File: src/rtl/reg_wr_scoreboard_pkg.sv
// Shared types and constants for the register-write scoreboard and the ID-stage forwarding unit.
package reg_wr_scoreboard_pkg;

   localparam logic [1:0] FWD_RF  = 2'b00;
   localparam logic [1:0] FWD_EX  = 2'b01;
   localparam logic [1:0] FWD_MEM = 2'b10;
   localparam logic [1:0] FWD_WB  = 2'b11;

   localparam logic [4:0] REG_ZERO = 5'd0;

   typedef struct packed {
      logic       valid;
      logic [4:0] rw;
      logic       is_load;
   } slot_t;

   localparam slot_t SLOT_EMPTY = '{valid: 1'b0, rw: REG_ZERO, is_load: 1'b0};

endpackage

File: src/rtl/sb_fwd_pick.sv
// Per-operand forward select: youngest matching in-flight write wins, register 0 always reads the RF.
module sb_fwd_pick
   import reg_wr_scoreboard_pkg::*;
(
   input  logic [4:0] reg_i,
   input  slot_t      ex_i,
   input  slot_t      mem_i,
   input  slot_t      wb_i,
   output logic [1:0] sel_o,
   output logic       ex_load_hit_o
);

   // MEM and WB data are always usable, so their load flags do not matter here.
   logic unused_load_bits;
   assign unused_load_bits = mem_i.is_load ^ wb_i.is_load;

   // NOTE: every output of a combinational block gets a default first so no latch is inferred.
   always_comb begin
      sel_o         = FWD_RF;
      ex_load_hit_o = 1'b0;
      if (reg_i != REG_ZERO) begin
         if (ex_i.valid && (ex_i.rw == reg_i)) begin
            ex_load_hit_o = ex_i.is_load;
            sel_o         = ex_i.is_load ? FWD_RF : FWD_EX;
         end else if (mem_i.valid && (mem_i.rw == reg_i)) begin
            sel_o = FWD_MEM;
         end else if (wb_i.valid && (wb_i.rw == reg_i)) begin
            sel_o = FWD_WB;
         end
      end
   end

endmodule

File: src/rtl/reg_wr_scoreboard.sv
// Tracks in-flight GPR writes (EX/MEM/WB slots plus MDU countdowns), drives forward selects and stall.
// Optional build macro SB_PERF_CNT_EN adds saturating load-use / MDU stall-cycle counters.
module reg_wr_scoreboard
   import reg_wr_scoreboard_pkg::*;
#(
   parameter int MDU_LAT = 4,
   parameter int CNT_W   = 4
) (
   input  logic        clk,
   input  logic        rst_n,
   input  logic        id_valid,
   input  logic [4:0]  id_rs,
   input  logic [4:0]  id_rt,
   input  logic [4:0]  id_rw,
   input  logic        id_rfwr,
   input  logic        id_is_load,
   input  logic        id_is_mdu,
   input  logic        flush,
   output logic        stall,
   output logic [1:0]  fwd_sel_a,
   output logic [1:0]  fwd_sel_b,
`ifdef SB_PERF_CNT_EN
   output logic [31:0] perf_lu_stall,
   output logic [31:0] perf_mdu_stall,
`endif
   output logic        mdu_busy
);

   localparam logic [CNT_W-1:0] CNT_LOAD = CNT_W'(MDU_LAT);
   localparam logic [CNT_W-1:0] CNT_ONE  = CNT_W'(1);

   slot_t            ex_q, ex_d, mem_q, mem_d, wb_q, wb_d;
   logic [CNT_W-1:0] cnt_q [32];
   logic [CNT_W-1:0] cnt_d [32];

   logic lu_hit_a, lu_hit_b, lu_hit;
   logic busy, mdu_raw, mdu_hz, mdu_issue;

   sb_fwd_pick u_pick_a (
      .reg_i         (id_rs),
      .ex_i          (ex_q),
      .mem_i         (mem_q),
      .wb_i          (wb_q),
      .sel_o         (fwd_sel_a),
      .ex_load_hit_o (lu_hit_a)
   );

   sb_fwd_pick u_pick_b (
      .reg_i         (id_rt),
      .ex_i          (ex_q),
      .mem_i         (mem_q),
      .wb_i          (wb_q),
      .sel_o         (fwd_sel_b),
      .ex_load_hit_o (lu_hit_b)
   );

   always_comb begin
      busy = 1'b0;
      for (int r = 1; r < 32; r++) begin
         if (cnt_q[r] != '0) busy = 1'b1;
      end
   end

   // Entry 0 is held at zero, so register 0 never raises an MDU hazard.
   assign mdu_raw   = (cnt_q[id_rs] != '0) || (cnt_q[id_rt] != '0) || (cnt_q[id_rw] != '0);
   assign mdu_hz    = mdu_raw || (id_is_mdu && busy);
   assign lu_hit    = lu_hit_a || lu_hit_b;
   assign stall     = id_valid && (lu_hit || mdu_hz);
   assign mdu_issue = id_valid && id_is_mdu && id_rfwr && !stall && (id_rw != REG_ZERO);
   assign mdu_busy  = busy;

   always_comb begin
      ex_d = SLOT_EMPTY;
      if (!stall) begin
         ex_d.valid   = id_valid && id_rfwr && !id_is_mdu && (id_rw != REG_ZERO);
         ex_d.rw      = id_rw;
         ex_d.is_load = id_is_load;
      end
      mem_d = ex_q;
      wb_d  = mem_q;

      for (int r = 0; r < 32; r++) begin
         cnt_d[r] = (cnt_q[r] != '0) ? cnt_q[r] - CNT_ONE : '0;
      end
      cnt_d[0] = '0;
      if (mdu_issue) cnt_d[id_rw] = CNT_LOAD;

      if (flush) begin
         ex_d.valid  = 1'b0;
         mem_d.valid = 1'b0;
         wb_d.valid  = 1'b0;
         for (int r = 0; r < 32; r++) cnt_d[r] = '0;
      end
   end

   // NOTE: sequential state uses non-blocking assignments only; the countdown table is reset
   // (not left as uninitialised storage) because a reset must discard any pending MDU write.
   always_ff @(posedge clk or negedge rst_n) begin
      if (!rst_n) begin
         ex_q  <= SLOT_EMPTY;
         mem_q <= SLOT_EMPTY;
         wb_q  <= SLOT_EMPTY;
         for (int r = 0; r < 32; r++) cnt_q[r] <= '0;
      end else begin
         ex_q  <= ex_d;
         mem_q <= mem_d;
         wb_q  <= wb_d;
         for (int r = 0; r < 32; r++) cnt_q[r] <= cnt_d[r];
      end
   end

`ifdef SB_PERF_CNT_EN
   logic [31:0] perf_lu_q, perf_lu_d, perf_mdu_q, perf_mdu_d;

   // A cycle with both causes is charged to load-use only.
   always_comb begin
      perf_lu_d  = perf_lu_q;
      perf_mdu_d = perf_mdu_q;
      if (id_valid && lu_hit && (perf_lu_q != '1)) perf_lu_d = perf_lu_q + 32'd1;
      if (id_valid && mdu_hz && !lu_hit && (perf_mdu_q != '1)) perf_mdu_d = perf_mdu_q + 32'd1;
   end

   always_ff @(posedge clk or negedge rst_n) begin
      if (!rst_n) begin
         perf_lu_q  <= '0;
         perf_mdu_q <= '0;
      end else begin
         perf_lu_q  <= perf_lu_d;
         perf_mdu_q <= perf_mdu_d;
      end
   end

   assign perf_lu_stall  = perf_lu_q;
   assign perf_mdu_stall = perf_mdu_q;
`endif

endmodule

File: config.mk
export PLATFORM = sky130hd
export DESIGN_NAME = reg_wr_scoreboard
export DESIGN_NICKNAME = d
export VERILOG_FILES = /design/src/rtl/reg_wr_scoreboard_pkg.sv /design/src/rtl/sb_fwd_pick.sv /design/src/rtl/reg_wr_scoreboard.sv
export SDC_FILE = /design/constraint.sdc
export NUM_CORES = 1
export LEC_CHECK = 0
export BUFFER_PORTS_ARGS = -buffer_cell sky130_fd_sc_hd__buf_4
export CORE_MARGIN = 5
export CORE_UTILIZATION = 62
export CTS_BUF_LIST = sky130_fd_sc_hd__clkbuf_4
export CTS_CLUSTER_DIAMETER = 50
export DETAILED_ROUTE_END_ITERATION = 10
export GPL_TIMING_DRIVEN = 0
export PLACE_DENSITY = 0.81
export REMOVE_ABC_BUFFERS = 1
export SLEW_MARGIN = 10
export SYNTH_ARGS = -nofsm -noshare
export SYNTH_HDL_FRONTEND = slang
export SYNTH_SLANG_ARGS = --single-unit
File: constraint.sdc
create_clock -name clk -period 4.9 [get_ports clk]
set_input_delay 0.98 -clock clk [delete_from_list [all_inputs] [get_ports clk]]
set_output_delay 0.98 -clock clk [all_outputs]
set_load 0.05 [all_outputs]
==> metrics.log <==
INFO  metric timing.final.max_slew_violations = 0
INFO  metric power_frac_seq = 36.4%
INFO  metric pwr_density_cell = 565.0 mW/mm2
INFO  metric routedWlPerCell = roughly 19 um
INFO  metric ys_seq_elements = ~140
INFO  metric finalCriticalPeriod = 4722 ps
INFO  metric chipWidth = 129.2 um
INFO  metric cts.sink_count = 144
INFO  metric design_area = 0.009528 mm2
INFO  metric fin_setup_tns = 0 ps
INFO  metric holdBufCountCts = 0
INFO  metric synth_enable_flop_cells = 0
INFO  metric async_flop_share = 100.0%
INFO  metric finalClockSkew = ~25 ps
INFO  metric die-height = 129.2 um
INFO  metric status = complete, no violations
INFO  metric die_area = 0.01670 mm2
INFO  metric pwr-share-comb = between 40% and 50%
INFO  metric synth-main-ff-cell = dfrtp_1
INFO  metric hold_path.class = input port to async pin
INFO  metric grt_setup_unrepaired = no
INFO  metric synth_seq_area_share = 40.90%
INFO  metric initial_core_util = 63.23%
INFO  metric clock_latency = 580 ps
INFO  metric grt_use_total = between 20% and 30%
INFO  metric drt_iter0_drcs = about 770
INFO  metric p_int = 3.121 mW
INFO  metric cts_buffer_depth = 2
INFO  metric layout-drive-gt1-share = 11.31%
INFO  metric vias_in_the_first_global_route = 7200
INFO  metric post_synth_instance_area = 0.008811 mm2
INFO  metric place.gp.congestion = 1.004
INFO  metric core_area = 0.01393 mm2
INFO  metric worst_ep_arrival_time = 3740 ps
INFO  metric switching_part_of_the_total_power = 42.03%
INFO  metric grt_overflow_total = 0
INFO  metric final_min_period_over_clock_period = a little over nine tenths
INFO  metric mostFrequentLayoutCells = dfrtp_1, inv_1, nor3_1
INFO  metric power_switching = ~2.3 mW
INFO  metric cts.clk_slew.worst_paths = approximately 120 ps
INFO  metric crit-reg2reg-capture = cnt_q[106]$_DFF_PN0_
INFO  metric total_power = 5.383 mW
INFO  metric detail_route.vias_per_cell = 6.461
INFO  metric synthesis.area_per_instance = 9.403 um2
INFO  metric postRouteAntennaNets = 0
INFO  metric worstSetupEndpointType = output pin
INFO  metric ir_drop = between 200 and 250 uV
INFO  metric routed.top_layer = met4
INFO  metric synthDistinctLibCells = 57
INFO  metric route.met3.wl = 1997 um
INFO  metric post-route-drc-count = 0
INFO  metric setup.worst_path.class = register to output pin
INFO  metric timing.final.hold_violations = 0
INFO  metric slew_headroom = 31.27%
INFO  metric global_route_wire_length_before_repair = 36550 um
INFO  metric max_cap_viols = 0
INFO  metric crit_path_end = stall
INFO  metric drt_wl_total = 22060 um
INFO  metric reg_to_reg_critical_path_startpoint = cnt_q[12]$_DFF_PN0_
INFO  metric timing_worst_slew_pin_value = 1031 ps
INFO  metric syn_inst = 937
INFO  metric firstDrtPassIters = 8
INFO  metric pin_count_of_the_biggest_net_entering_global_routing = 134
INFO  metric crit_path_start = cnt_q[12]$_DFF_PN0_
INFO  metric io-pin-count = 28
INFO  metric htree_levels = 4
INFO  metric tritoncts = done
INFO  metric ys_warn_count = 0
INFO  metric timing.fmax = approximately 210 MHz
INFO  metric leading_cell_type_in_the_layout_fill_and_taps_excluded = dfrtp_1
INFO  metric antenna_found_initial = 1
INFO  metric share_clk_of_total_power = 16.6%
INFO  metric power.static_leakage = 4.299 nW
INFO  metric setup.worst_path.start_class = register
INFO  metric timing.reg2reg.setup_slack = 1470 ps
INFO  metric dr_total_vias = 7398
INFO  metric dp.final_hpwl = roughly 15000 um
INFO  metric finalSetupViolations = 0
INFO  metric routedLengthMet1 = 8991 um
INFO  metric post_dp_area = 0.009138 mm2
INFO  metric cts_root_buffer = clkbuf_4
INFO  metric layout-area-overhead-vs-synth = 8.137%
INFO  metric timing.critical_path.required = a little under 4000 ps
INFO  metric worstPathMaxFanout = 7
INFO  metric detail_route_met2_wl = 10270 um
INFO  metric worst_reg2reg_path_depth = 9
INFO  metric cts-buffers-inserted = 17
INFO  metric port_buffers = 27
INFO  metric std_cell_rows = 43
INFO  metric finish.net_count = 1035
==> cell usage after synthesis (21+ instances only) <==
master      n  area [um2]
ha_1       62       775.7
nor2_1     56       210.2
or3_1      29       181.4
nor3_1    104       520.5
xor2_1     24       210.2
clkbuf_1   25       93.84
mux2i_1    25       250.2
a21oi_1    47       235.2
dfrtp_1   144        3603
nor4_1     42       262.8
inv_1     105       394.1
o22ai_1    38       237.7
nor3b_1    32       240.2
mux2_2     21       236.5
==> stage by stage <==
stage                     util [%]  hold slack, ps  setup slack [ps]  cells
after floorplan                  -           408.4              1035    904
after global placement       65.30           414.7             342.9   1111
after detailed placement     65.57           426.0             388.0   1112
after CTS                    68.09           273.0             57.97   1144
after global routing         68.38           282.3             3.046   1145
final                        68.38           288.5             177.5   1145
==> registers in the layout, summed over array words and instances, names as in the netlist <==
| register | cells |
|---|---|
| mem_q | 6 |
| wb_q | 6 |
| ex_q | 7 |
| cnt_q | 125 |
==> cell type report <==
type / count / area [um2]
flip-flops and latches: 144 / 3603
diodes: 1 / 2.502
multi-input cells: 654 / 4717
fillers: 1096 / 4407
repair buffers: 28 / 241.5
clock buffers: 20 / 150.1
inverters: 106 / 397.9
clock inverters: 12 / 190.2
well taps: 180 / 225.2
==> cells by family after synthesis <==
family	share of synthesized area [%]
and+or+nand+nor	23.23
adders and majority gates	8.804
AOI/OAI and AO/OA	10.62
muxes	7.313
buffers and inverters	6.106
xor gates and xnor gates	2.982
DFF	40.90
other	0.04256
==> what timing repair did <==
action	in CTS	in global routing
resized for setup	2	7
endpoints found under the setup margin	1	1
endpoints found under the hold margin	0	0
buffers inserted	0	0
gates cloned	0	0
==> power by group through the flow <==
stage | logic [mW] | clock network [mW] | registers [mW]
finish | 2.53 | 0.894 | 1.96
global route | 2.84 | 0.954 | 2.02
CTS | 2.50 | 0.910 | 1.94
detailed placement | 2.47 | 0 | 1.96
global placement | 2.38 | 0 | 1.94
floorplan | 1.86 | 0 | 1.86
==> worst min-delay path by stage <==
stage | cells after the start | to | from
floorplan | 0 | wb_q[1]$_DFF_PN0_ | mem_q[1]$_DFF_PN0_
detailed placement | 0 | wb_q[3]$_DFF_PN0_ | mem_q[3]$_DFF_PN0_
finish | 1 | cnt_q[67]$_DFF_PN0_ | rst_n
global placement | 0 | wb_q[4]$_DFF_PN0_ | mem_q[4]$_DFF_PN0_
global route | 1 | cnt_q[37]$_DFF_PN0_ | rst_n
CTS | 1 | cnt_q[67]$_DFF_PN0_ | rst_n
==> per-layer routing <==
layer | vias up | global-route usage [%]
li1 | 3437 | -
met1 | 3550 | 37.32
met2 | 331 | 44.76
met3 | 80 | 6.307
met4 | 0 | 10.81
met5 | - | 0
==> critical path: stages (launching register included) <==
cell      delay [ps]
dfrtp_1          430
inv_1             90
ha_1             190
nor3b_1          440
nand4_1          240
nor4_2           400
nand2_1          240
a221oi_4         490
a41o_1           390
inv_1             60
buf_4            190
(Power assumes the default switching activity.)
